--- config.mk ---
export PLATFORM = sky130hd
export DESIGN_NAME = exam_master_flat
export DESIGN_NICKNAME = d
export VERILOG_FILES = /design/src/rtl/exam_pkg.sv /design/src/rtl/exam_master_if.sv /design/src/rtl/sync_fifo.sv /design/src/rtl/exam_master.sv /design/src/flat_wrapper.sv
export SDC_FILE = /design/constraint.sdc
export NUM_CORES = 1
export LEC_CHECK = 0
export BUFFER_PORTS_ARGS = -buffer_cell sky130_fd_sc_hd__buf_2
export CAP_MARGIN = 20
export CORE_ASPECT_RATIO = 2
export CORE_MARGIN = 2
export CORE_UTILIZATION = 61
export CTS_BUF_LIST = sky130_fd_sc_hd__clkbuf_8
export DETAILED_ROUTE_END_ITERATION = 6
export MAX_ROUTING_LAYER = met4
export PLACE_DENSITY_LB_ADDON = 0.15
export RECOVER_POWER = 50
export SLEW_MARGIN = 10
export SYNTH_ARGS = -nofsm -noshare
export SYNTH_HDL_FRONTEND = slang
export SYNTH_SLANG_ARGS = --single-unit
--- constraint.sdc ---
create_clock -name clk -period 3.3 [get_ports clk]
set_input_delay 0.825 -clock clk [delete_from_list [all_inputs] [get_ports clk]]
set_output_delay 0.825 -clock clk [all_outputs]
set_load 0.01 [all_outputs]
--- src/rtl/exam_pkg.sv ---
// Shared default widths and request/response record types for the exam initiator.
package exam_pkg;

    localparam int unsigned ExamW   = 3;
    localparam int unsigned ExamLat = 2;
    localparam int unsigned ExamTw  = 4;

    typedef struct packed {
        logic [ExamW-1:0] a, b, c, d, e, f;
        logic [ExamW-1:0] op1, op2, op3;
    } req_t;

    typedef struct packed {
        logic [ExamW-1:0]  ra, rb, rc;
        logic [ExamTw-1:0] tag;
    } rsp_t;

endpackage

--- src/rtl/exam_master_if.sv ---
// Request, response and exam-bus signals of exam_master; master is the initiator's view.
interface exam_master_if
    import exam_pkg::*;
#(
    parameter int unsigned W  = ExamW,
    parameter int unsigned TW = ExamTw
) ();

    logic          req_valid, req_ready;
    logic [W-1:0]  req_a, req_b, req_c, req_d, req_e, req_f;
    logic [W-1:0]  req_op1, req_op2, req_op3;
    logic          rsp_valid, rsp_ready;
    logic [W-1:0]  rsp_ra, rsp_rb, rsp_rc;
    logic [TW-1:0] rsp_tag;
    logic [W-1:0]  bus_da, bus_db, bus_dc, bus_dd, bus_de, bus_df;
    logic [W-1:0]  bus_op1, bus_op2, bus_op3;
    logic [W-1:0]  bus_ra, bus_rb, bus_rc;

    modport master (
        input  req_valid, req_a, req_b, req_c, req_d, req_e, req_f, req_op1, req_op2, req_op3,
        output req_ready,
        output rsp_valid, rsp_ra, rsp_rb, rsp_rc, rsp_tag,
        input  rsp_ready,
        output bus_da, bus_db, bus_dc, bus_dd, bus_de, bus_df, bus_op1, bus_op2, bus_op3,
        input  bus_ra, bus_rb, bus_rc
    );

    modport slave (
        output req_valid, req_a, req_b, req_c, req_d, req_e, req_f, req_op1, req_op2, req_op3,
        input  req_ready,
        input  rsp_valid, rsp_ra, rsp_rb, rsp_rc, rsp_tag,
        output rsp_ready,
        input  bus_da, bus_db, bus_dc, bus_dd, bus_de, bus_df, bus_op1, bus_op2, bus_op3,
        output bus_ra, bus_rb, bus_rc
    );

endinterface

--- src/rtl/sync_fifo.sv ---
// Synchronous FIFO with first-word-fall-through read; a push when full or pop when empty is
// ignored.
module sync_fifo #(
    parameter type          T     = logic,
    parameter int unsigned  DEPTH = 4,
    localparam int unsigned CntW  = $clog2(DEPTH + 1)
) (
    input  logic            clk_i,
    input  logic            rst_i,
    input  logic            push_i,
    input  T                din_i,
    input  logic            pop_i,
    output T                dout_o,
    output logic            full_o,
    output logic            empty_o,
    output logic [CntW-1:0] count_o
);

    localparam int unsigned AddrW = (DEPTH > 1) ? $clog2(DEPTH) : 1;

    T                 mem_q [DEPTH];
    logic [AddrW-1:0] wr_ptr_q, wr_ptr_d, rd_ptr_q, rd_ptr_d;
    logic [CntW-1:0]  cnt_q, cnt_d;
    logic             do_push, do_pop;

    function automatic logic [AddrW-1:0] ptr_inc(input logic [AddrW-1:0] p);
        return (p == AddrW'(DEPTH - 1)) ? '0 : p + AddrW'(1);
    endfunction

    assign full_o  = (cnt_q == CntW'(DEPTH));
    assign empty_o = (cnt_q == '0);
    assign count_o = cnt_q;
    assign dout_o  = mem_q[rd_ptr_q];

    always_comb begin
        do_push  = push_i && !full_o;
        do_pop   = pop_i && !empty_o;
        wr_ptr_d = do_push ? ptr_inc(wr_ptr_q) : wr_ptr_q;
        rd_ptr_d = do_pop ? ptr_inc(rd_ptr_q) : rd_ptr_q;
        cnt_d    = cnt_q + CntW'(do_push) - CntW'(do_pop);
    end

    always_ff @(posedge clk_i) begin
        if (rst_i) begin
            wr_ptr_q <= '0;
            rd_ptr_q <= '0;
            cnt_q    <= '0;
        end else begin
            wr_ptr_q <= wr_ptr_d;
            rd_ptr_q <= rd_ptr_d;
            cnt_q    <= cnt_d;
        end
    end

    // Storage needs no reset: empty_o gates every read.
    always_ff @(posedge clk_i) begin
        if (do_push) begin
            mem_q[wr_ptr_q] <= din_i;
        end
    end

endmodule

--- src/rtl/exam_master.sv ---
// Initiator for exam: queues tagged requests, issues under a credit limit, tracks the fixed
// pipeline latency and captures results into an in-order response FIFO.
module exam_master
    import exam_pkg::*;
#(
    parameter int unsigned W     = ExamW,
    parameter int unsigned DEPTH = 4,
    parameter int unsigned LAT   = ExamLat,
    parameter int unsigned TW    = ExamTw
) (
    input  logic          clk,
    input  logic          rst,
    exam_master_if.master io
);

    localparam int unsigned CntW = $clog2(DEPTH + 1);
    localparam int unsigned FlyW = $clog2(LAT + 2);

    // Record types come from exam_pkg, so lane and tag widths cannot be overridden here.
    if (W != ExamW || TW != ExamTw) begin : g_width_mismatch
        $error("exam_master: W and TW must match exam_pkg");
    end

    typedef struct packed {
        req_t          req;
        logic [TW-1:0] tag;
    } req_ent_t;

    req_ent_t        req_din, req_head;
    logic            req_push, req_full, req_empty;
    logic [CntW-1:0] req_count;
    rsp_t            rsp_din, rsp_head;
    logic            rsp_push, rsp_pop, rsp_full, rsp_empty;
    logic [CntW-1:0] rsp_count;
    logic            issue;
    logic [FlyW-1:0] inflight;
    logic [31:0]     credits_used;

    logic [TW-1:0]   acc_cnt_q, acc_cnt_d;
    req_t            bus_q, bus_d;
    logic [LAT:0]    trk_vld_q, trk_vld_d;
    logic [TW-1:0]   trk_tag_q [LAT+1];
    logic [TW-1:0]   trk_tag_d [LAT+1];

    sync_fifo #(
        .T     (req_ent_t),
        .DEPTH (DEPTH)
    ) u_req_fifo (
        .clk_i   (clk),
        .rst_i   (rst),
        .push_i  (req_push),
        .din_i   (req_din),
        .pop_i   (issue),
        .dout_o  (req_head),
        .full_o  (req_full),
        .empty_o (req_empty),
        .count_o (req_count)
    );

    sync_fifo #(
        .T     (rsp_t),
        .DEPTH (DEPTH)
    ) u_rsp_fifo (
        .clk_i   (clk),
        .rst_i   (rst),
        .push_i  (rsp_push),
        .din_i   (rsp_din),
        .pop_i   (rsp_pop),
        .dout_o  (rsp_head),
        .full_o  (rsp_full),
        .empty_o (rsp_empty),
        .count_o (rsp_count)
    );

    always_comb begin
        req_push    = io.req_valid && !req_full;
        req_din.req = '{a: io.req_a, b: io.req_b, c: io.req_c, d: io.req_d, e: io.req_e,
                        f: io.req_f, op1: io.req_op1, op2: io.req_op2, op3: io.req_op3};
        req_din.tag = acc_cnt_q;

        inflight = '0;
        for (int i = 0; i <= LAT; i++) begin
            inflight = inflight + FlyW'(trk_vld_q[i]);
        end
        // Every issued slot holds a response-FIFO credit until it is popped.
        credits_used = 32'(inflight) + 32'(rsp_count);
        issue        = !req_empty && (credits_used < DEPTH);

        rsp_push = trk_vld_q[LAT];
        rsp_din  = '{ra: io.bus_ra, rb: io.bus_rb, rc: io.bus_rc, tag: trk_tag_q[LAT]};
        rsp_pop  = !rsp_empty && io.rsp_ready;
    end

    always_comb begin
        acc_cnt_d    = acc_cnt_q + TW'(req_push);
        bus_d        = issue ? req_head.req : '0;
        trk_vld_d[0] = issue;
        trk_tag_d[0] = req_head.tag;
        for (int i = 1; i <= LAT; i++) begin
            trk_vld_d[i] = trk_vld_q[i-1];
            trk_tag_d[i] = trk_tag_q[i-1];
        end
    end

    always_ff @(posedge clk) begin
        if (rst) begin
            acc_cnt_q <= '0;
            bus_q     <= '0;
            trk_vld_q <= '0;
            for (int i = 0; i <= LAT; i++) begin
                trk_tag_q[i] <= '0;
            end
        end else begin
            acc_cnt_q <= acc_cnt_d;
            bus_q     <= bus_d;
            trk_vld_q <= trk_vld_d;
            for (int i = 0; i <= LAT; i++) begin
                trk_tag_q[i] <= trk_tag_d[i];
            end
        end
    end

    assign io.req_ready = !req_full;
    assign io.rsp_valid = !rsp_empty;
    assign io.rsp_ra    = rsp_empty ? '0 : rsp_head.ra;
    assign io.rsp_rb    = rsp_empty ? '0 : rsp_head.rb;
    assign io.rsp_rc    = rsp_empty ? '0 : rsp_head.rc;
    assign io.rsp_tag   = rsp_empty ? '0 : rsp_head.tag;

    assign io.bus_da  = bus_q.a;
    assign io.bus_db  = bus_q.b;
    assign io.bus_dc  = bus_q.c;
    assign io.bus_dd  = bus_q.d;
    assign io.bus_de  = bus_q.e;
    assign io.bus_df  = bus_q.f;
    assign io.bus_op1 = bus_q.op1;
    assign io.bus_op2 = bus_q.op2;
    assign io.bus_op3 = bus_q.op3;

    a_rsp_no_overflow: assert property (@(posedge clk) disable iff (rst) !(rsp_push && rsp_full));
    a_req_count_bound: assert property (@(posedge clk) disable iff (rst) req_count <= CntW'(DEPTH));

endmodule

--- src/flat_wrapper.sv ---
// flat-port wrapper written by rule: the top's interface ports become plain ports
module exam_master_flat import exam_pkg::*;
#(
    parameter int unsigned W     = ExamW,
    parameter int unsigned DEPTH = 4,
    parameter int unsigned LAT   = ExamLat,
    parameter int unsigned TW    = ExamTw
)
  (clk, rst, io_req_valid, io_req_a, io_req_b, io_req_c, io_req_d, io_req_e, io_req_f, io_req_op1, io_req_op2, io_req_op3, io_req_ready, io_rsp_valid, io_rsp_ra, io_rsp_rb, io_rsp_rc, io_rsp_tag, io_rsp_ready, io_bus_da, io_bus_db, io_bus_dc, io_bus_dd, io_bus_de, io_bus_df, io_bus_op1, io_bus_op2, io_bus_op3, io_bus_ra, io_bus_rb, io_bus_rc);
  exam_master_if #(.W(W), .TW(TW)) io_i ();
  input  logic clk;
  input  logic rst;
  input wire logic [$bits(io_i.req_valid)-1:0] io_req_valid;
  input wire logic [$bits(io_i.req_a)-1:0] io_req_a;
  input wire logic [$bits(io_i.req_b)-1:0] io_req_b;
  input wire logic [$bits(io_i.req_c)-1:0] io_req_c;
  input wire logic [$bits(io_i.req_d)-1:0] io_req_d;
  input wire logic [$bits(io_i.req_e)-1:0] io_req_e;
  input wire logic [$bits(io_i.req_f)-1:0] io_req_f;
  input wire logic [$bits(io_i.req_op1)-1:0] io_req_op1;
  input wire logic [$bits(io_i.req_op2)-1:0] io_req_op2;
  input wire logic [$bits(io_i.req_op3)-1:0] io_req_op3;
  output wire logic [$bits(io_i.req_ready)-1:0] io_req_ready;
  output wire logic [$bits(io_i.rsp_valid)-1:0] io_rsp_valid;
  output wire logic [$bits(io_i.rsp_ra)-1:0] io_rsp_ra;
  output wire logic [$bits(io_i.rsp_rb)-1:0] io_rsp_rb;
  output wire logic [$bits(io_i.rsp_rc)-1:0] io_rsp_rc;
  output wire logic [$bits(io_i.rsp_tag)-1:0] io_rsp_tag;
  input wire logic [$bits(io_i.rsp_ready)-1:0] io_rsp_ready;
  output wire logic [$bits(io_i.bus_da)-1:0] io_bus_da;
  output wire logic [$bits(io_i.bus_db)-1:0] io_bus_db;
  output wire logic [$bits(io_i.bus_dc)-1:0] io_bus_dc;
  output wire logic [$bits(io_i.bus_dd)-1:0] io_bus_dd;
  output wire logic [$bits(io_i.bus_de)-1:0] io_bus_de;
  output wire logic [$bits(io_i.bus_df)-1:0] io_bus_df;
  output wire logic [$bits(io_i.bus_op1)-1:0] io_bus_op1;
  output wire logic [$bits(io_i.bus_op2)-1:0] io_bus_op2;
  output wire logic [$bits(io_i.bus_op3)-1:0] io_bus_op3;
  input wire logic [$bits(io_i.bus_ra)-1:0] io_bus_ra;
  input wire logic [$bits(io_i.bus_rb)-1:0] io_bus_rb;
  input wire logic [$bits(io_i.bus_rc)-1:0] io_bus_rc;
  assign io_i.req_valid = io_req_valid;
  assign io_i.req_a = io_req_a;
  assign io_i.req_b = io_req_b;
  assign io_i.req_c = io_req_c;
  assign io_i.req_d = io_req_d;
  assign io_i.req_e = io_req_e;
  assign io_i.req_f = io_req_f;
  assign io_i.req_op1 = io_req_op1;
  assign io_i.req_op2 = io_req_op2;
  assign io_i.req_op3 = io_req_op3;
  assign io_req_ready = io_i.req_ready;
  assign io_rsp_valid = io_i.rsp_valid;
  assign io_rsp_ra = io_i.rsp_ra;
  assign io_rsp_rb = io_i.rsp_rb;
  assign io_rsp_rc = io_i.rsp_rc;
  assign io_rsp_tag = io_i.rsp_tag;
  assign io_i.rsp_ready = io_rsp_ready;
  assign io_bus_da = io_i.bus_da;
  assign io_bus_db = io_i.bus_db;
  assign io_bus_dc = io_i.bus_dc;
  assign io_bus_dd = io_i.bus_dd;
  assign io_bus_de = io_i.bus_de;
  assign io_bus_df = io_i.bus_df;
  assign io_bus_op1 = io_i.bus_op1;
  assign io_bus_op2 = io_i.bus_op2;
  assign io_bus_op3 = io_i.bus_op3;
  assign io_i.bus_ra = io_bus_ra;
  assign io_i.bus_rb = io_bus_rb;
  assign io_i.bus_rc = io_bus_rc;
  exam_master #(.W(W), .DEPTH(DEPTH), .LAT(LAT), .TW(TW)) u_core (.clk(clk), .rst(rst), .io(io_i));
endmodule
==> results of run 1 <==
==> cell type report <==
class | instances | area share [%]
tap | 189 | 2.37
multi-input combinational | 180 | 20.1
timing repair buffer | 88 | 3.97
inverter | 17 | 0.639
clock buffer | 36 | 4.96
clock inverter | 20 | 2.14
sequential | 240 | 65.8
==> path summary, 6_finish.rpt <==
kind                            slack (ns)                   start  cells past startpoint                            to
worst max-delay path                  0.31     u_core.trk_vld_q[2]                     13  u_core.u_req_fifo.count_o[2]
worst min-delay path                  0.44  u_core.trk_tag_q[0][5]                      1        u_core.trk_tag_q[0][9]
worst max register to register        0.31     u_core.trk_vld_q[2]                     13  u_core.u_req_fifo.count_o[2]
worst min register to register        0.44  u_core.trk_tag_q[0][5]                      1        u_core.trk_tag_q[0][9]
==> logic make-up (layout without fill, tap and decap cells) <==
group | Yosys count | in the layout | share of synthesized area, %
buffers and inverters | 35 | 161 | 1.79
DFF | 240 | 240 | 75.3
AOI/OAI and AO/OA | 10 | 10 | 0.803
xor gates and xnor gates | 5 | 5 | 0.502
and+or+nand+nor | 98 | 98 | 6.77
muxes | 47 | 47 | 11.8
adders and majority gates | 20 | 20 | 3.13
==> cells in the mapped netlist, types with 3 or more instances <==
library cell and number:
edfxtp_1 176, dfxtp_1 64, nor2b_1 59, mux4_2 44, ha_1 17, inv_1 17
nor2_1 10, and3_1 8, clkbuf_1 6, buf_2 5, nand3_1 5, a21o_1 4
a21oi_1 3, buf_1 3, buf_4 3, fa_1 3, nand2_1 3, nor3_1 3
xnor2_1 3
==> metrics by stage <==
step           hold slack, ns  instances  setup WS (ns)  instance area [um^2]  power (uW)
5_1_grt                 0.458        770          0.130                  9980        8230
3_5_place_dp            0.428        714          0.351                  9330        5550
2_1_floorplan           0.414        455          0.517                  8730        5020
6_report                0.442        770          0.307                  9980        7830
4_1_cts                 0.444        770          0.323                 10000        7950
3_3_place_gp            0.420        714          0.543                  9330        5480
==> state kept, by name, summed over array words and instances, names as in the netlist, 4 cells and up, named ones only <==
| register | flops |
|---|---|
| u_core.trk_tag_q | 12 |
| u_core.u_req_fifo.mem_q | 124 |
| u_core.acc_cnt_q | 4 |
| u_core.u_rsp_fifo.mem_q | 52 |
==> power groups by stage <==
stage          clock, uW  sequential [uW]  combinational (uW)
5_1_grt             2560             3820                1850
3_5_place_dp           0             3850                1700
2_1_floorplan          0             3860                1170
4_1_cts             2440             3790                1720
6_report            2390             3790                1660
3_3_place_gp           0             3830                1650
==> metal layers <==
metal	GRT usage (%)	part of all wire (%)
met1	19.9	34
met2	37.6	61
met3	3.01	3.6
met4	6.12	2.0
met5	-	0
==> impl_metrics.tcl, run 1 <==
set metrics [dict create \
    status "complete, but fails checks" \
    violations "capacitance limit, slew limit" \
    numCtsBuffers 30 \
    drive_gt1_share_pct 23.9 \
    syn_to_final_growth_pct 14.4 \
    fmax_mhz 334 \
    final_common_cell "edfxtp_1" \
    post-route-min-period_ns 2.99 \
    root_buffer "clkbuf_8" \
    globalplace.congestion 0.779 \
    synth_top_area_share_pct 60.6 \
    pwr_density_cell_nw_per_um2 785 \
    final_cell_mix "176 x edfxtp_1, 63 x dfxtp_1, 59 x nor2b_1" \
    max_cap_viol_count 1 \
    row_count 61 \
    wl_um 14100 \
    first_iter_violations 159 \
    cp-end-kind "flip-flop" \
    die_y_um 173 \
    p_seq_share_pct 48.4 \
    ir_worst_vdd_uv 488 \
    postCtsHoldBufs 0 \
    hp-class "flip-flop to flip-flop" \
    max_stage_delay_ns 0.47 \
    track_usage_pct 19.8 \
    finClkSkew_ns 0.0161 \
    syn_area_um2 8730 \
    tritoncts "yes" \
    fin_util_pct 71.5 \
    design.portCount 82 \
    cp_max_fo 10 \
    port_buffers 81 \
    final_nets 617 \
    rsz0062_at_grt "no" \
    multi_input_area_um2 2010 \
    die_w_um 88.6 \
    tns_ns 0 \
    synth_ff_type "edfxtp_1" \
    slew_viol_final 36 \
    dp_hpwl_um 8890 \
    overflow 0 \
    drcViolationCount 0 \
    p_comb_share_pct 21.2 \
    ctsResizeCount 0 \
    core_area_um2 14000 \
    htreeDepth 1 \
    synthArstFlopShare_pct 0 \
    clk_pin_slew_worst_paths_ns 0.08 \
    clock_latency_ns 0.54 \
    avgSynthCellArea_um2 19.2 \
    grt_pass1_wl_um 22500 \
    fillCellCount 923 \
    ys_top_cells_by_area "edfxtp_1 61%, dfxtp_1 15%, mux4_2 11%" \
    start_kind "flip-flop" \
    vias 4189 \
    viasPerCell 5.44 \
    grt_max_degree 36 \
    setup_violations 0 \
    finalCritPeriodShare_pct 90.7 \
    fp.dieArea_um2 15300 \
    path_buf_inv 3 \
    slew_headroom_pct -0.845 \
    cpMaxStageDelayCell "dfxtp_1" \
    start_util_pct 62.5 \
    synth-edff-count 176 \
    tightest_slew_ns 1.51 \
    power.share.clock_pct 30.5 \
    p_sw_uw 1990 \
    final-seq-area_um2 6570 \
    ys_seq_elements 240 \
    syn_inst 455 \
    path_class "flip-flop to flip-flop" \
    arrival_ns 3.37 \
    clk_path_buf_depth 3 \
    wl_per_cell_um 18.4 \
    internal_power_uw 5840 \
    path_cells "inv_1 -> fa_1 -> inv_1 -> ha_1 -> nand3b_1 -> and3_4 -> ha_1 -> inv_1 -> ha_1 -> fa_1 -> xnor2_1 -> xnor2_1 -> nor2_1" \
    path_delay_family "adder cells" \
    p_leak_uw 0.00352 \
    worstPathRequired_ns 3.68 \
    post-cts-setup-buffers 0 \
    grt_pass1_vias 4603 \
    antenna_cells 0 \
    cts_sinks 240 \
    finalHoldViolCount 0 \
    yosysWarnings 0 \
    p_sw_share_pct 25.4 \
    drt-pass1-iter-count 5 \
    grt_antenna_before_repair 0 \
    yosys.area.top_type "edfxtp_1" \
    seq_area_frac_synth_pct 75.3 \
    synthDistinctLibCells 32 \
    synth_nets 515 \
    ant_nets 0 \
]
(Power assumes the default switching activity.)
==> run 2: changes to the inputs <==
--- a/config.mk
+++ b/config.mk
@@ -9,7 +9,7 @@
 export CAP_MARGIN = 20
 export CORE_ASPECT_RATIO = 2
 export CORE_MARGIN = 2
-export CORE_UTILIZATION = 61
+export CORE_UTILIZATION = 35
 export CTS_BUF_LIST = sky130_fd_sc_hd__clkbuf_8
 export DETAILED_ROUTE_END_ITERATION = 6
 export MAX_ROUTING_LAYER = met4
==> run 2 against run 1 <==
  * The flow still finishes with violations (capacitance limit, slew limit)
  * Clock skew is 0.0010 ns lower
  * Highest routed layer unchanged
  * Via count shrank 0.43%
  * Fmax grew 3.2%
  * Non-clock buffer count rose by 4
  * Count of clock-buffer cells in the layout grew 6
  * Critical path depth is the same
  * Sequential cell count is the same
  * Register-to-register slack improved by 0.09 ns
  * Sequential power rose by 2%
  * Total power rose by 1.9%
==> impl_metrics.tcl, run 2 (synthesis results as in run 1) <==
set metrics [dict create \
    status "complete, but fails checks" \
    violations "capacitance limit, slew limit" \
    die_y_um 227 \
    cp-end-kind "flip-flop" \
    root_buffer "clkbuf_8" \
    finalCritPeriodShare_pct 87.9 \
    cp.depth 13 \
    finalHoldViolCount 0 \
    dp_hpwl_um 10200 \
    top_layer "met4" \
    r2r-start "u_core.trk_vld_q[2]" \
    ant_nets 0 \
    fmax_mhz 345 \
    rr_worst_depth 13 \
    grt_pass1_vias 4775 \
    rsz0062_at_grt "no" \
    drcViolationCount 0 \
    tns_ns 0 \
    hp-class "flip-flop to flip-flop" \
    post-route-min-period_ns 2.90 \
    syn_to_final_growth_pct 17.5 \
    port_buffers 81 \
    antenna_cells 0 \
    m1WireLength_um 5460 \
    slew_headroom_pct -3.69 \
    hold-path-endpoint "u_core.trk_tag_q[0][8]" \
    dpl_cell_area_um2 9540 \
    drt-pass1-iter-count 4 \
    grt_max_degree 36 \
    final_common_cell "edfxtp_1" \
    met3_length_um 662 \
    cp_max_fo 10 \
    vias 4171 \
    first_iter_violations 169 \
    track_usage_pct 13.1 \
    clk_pin_slew_worst_paths_ns 0.06 \
    arrival_ns 3.24 \
    viasPerCell 4.50 \
    r2r_slack_ns 0.40 \
    final_cell_mix "176 x edfxtp_1, 62 x dfxtp_1, 59 x nor2b_1" \
    grt_antenna_before_repair 0 \
    worstPathRequired_ns 3.64 \
    max_stage_delay_ns 0.46 \
    globalplace.congestion 0.694 \
    setup_violations 0 \
    timing.final.ws_setup_ns 0.400 \
    clk_path_buf_depth 3 \
    row_count 81 \
    final_nets 627 \
    tightest_slew_ns 1.56 \
    finalPower_uw 7980 \
    cts_sinks 240 \
    hold_start "u_core.trk_tag_q[0][4]" \
    hold_depth 1 \
    grt_pass1_wl_um 25000 \
    wl_per_cell_um 17.4 \
    largest_reg_flops 124 \
    max_flop_register "u_core.u_req_fifo.mem_q" \
    route.met2.wl_um 9550 \
    cpMaxStageDelayCell "dfxtp_1" \
    start_kind "flip-flop" \
    overflow 0 \
    pwr_density_cell_nw_per_um2 779 \
    ir_worst_vdd_uv 437 \
    path_cells "inv_1 -> fa_1 -> inv_1 -> ha_1 -> nand3b_1 -> and3_4 -> ha_1 -> inv_1 -> ha_1 -> fa_1 -> xnor2_1 -> xnor2_1 -> nor2_1" \
    max_cap_viol_count 1 \
    p_leak_uw 0.00361 \
    fp.dieArea_um2 26300 \
    wl_um 16100 \
    finClkSkew_ns 0.0151 \
    ctsResizeCount 0 \
    postCtsHoldBufs 0 \
    htreeDepth 2 \
    pre_cts_ws_ns 0.422 \
    reg_top3 "u_core.u_req_fifo.mem_q (124), u_core.u_rsp_fifo.mem_q (52), u_core.trk_tag_q (12)" \
    post-cts-setup-buffers 0 \
    die_w_um 116 \
    path_class "flip-flop to flip-flop" \
    start_util_pct 35.6 \
    clock_latency_ns 0.52 \
    path_buf_inv 3 \
    numCtsBuffers 36 \
    tritoncts "yes" \
    core_area_um2 24500 \
    drive_gt1_share_pct 26.4 \
    slew_viol_final 36 \
    final_area_um2 10300 \
    fin_util_pct 41.8 \
    path_delay_family "adder cells" \
    design.portCount 82 \
    r2r_end "u_core.u_req_fifo.count_o[2]" \
]
-- run 2: cell count changes in the layout (fill, tap and decap cells not counted), moves of 4 or more --
cell / previous run / this run
buf_4: 7 / 11
clkbuf_8: 36 / 42
buf_2: 32 / 44
clkinv_2: 6 / 2
clkbuf_1: 49 / 37
clkinv_1: 1 / 8
-- run 2: worst max-delay path by stage --
stage,from,endpoint,slack (ns)
6_report,u_core.trk_vld_q[2],u_core.u_req_fifo.count_o[2],0.40
5_1_grt,u_core.trk_vld_q[2],u_core.u_req_fifo.count_o[2],0.16
4_1_cts,flip-flop,io_rsp_rc[0],0.36
3_5_place_dp,u_core.trk_vld_q[2],u_core.u_req_fifo.count_o[2],0.42
3_3_place_gp,u_core.trk_vld_q[2],u_core.u_req_fifo.count_o[2],0.50
2_1_floorplan,u_core.trk_vld_q[2],u_core.u_req_fifo.count_o[2],0.52
-- run 2: cell type report --
| cell class | count | area (um^2) |
|---|---|---|
| clock buffers | 42 | 578 |
| clock inverters | 24 | 181 |
| fillers | 2309 | 14300 |
| inverters | 17 | 63.8 |
| multi-input cells | 180 | 2000 |
| flip-flops and latches | 240 | 6570 |
| well taps | 332 | 415 |
| repair buffers | 92 | 442 |
-- run 2: per-layer routing --
metal	global-route usage (%)	vias to the layer above
met5	-	-
li1	-	1944
met4	5.41	0
met3	2.64	30
met2	25.6	90
met1	11.7	2107
-- run 2: worst reg2reg max path, cell delays in order, from the launching register on --
cell,delay (ns)
dfxtp_1,0.46
inv_1,0.10
fa_1,0.42
inv_1,0.06
ha_1,0.12
nand3b_1,0.11
and3_4,0.22
ha_1,0.27
inv_1,0.04
ha_1,0.18
fa_1,0.39
xnor2_1,0.18
xnor2_1,0.14
nor2_1,0.05
-- run 2: stage by stage --
stage,cells,hold WS (ns)
floorplan,455,0.414
global placement,861,0.425
detailed placement,861,0.429
CTS,927,0.443
global route,927,0.455
finish,927,0.439
-- run 2: report_power, final --
group / leakage (uW) / switching [uW] / total, uW / internal (uW)
combinational: 0.00106 / 765 / 1600 / 838
clock: 0.000412 / 1110 / 2510 / 1400
sequential: 0.00213 / 245 / 3870 / 3630
total: 0.00361 / 2120 / 7980 / 5870
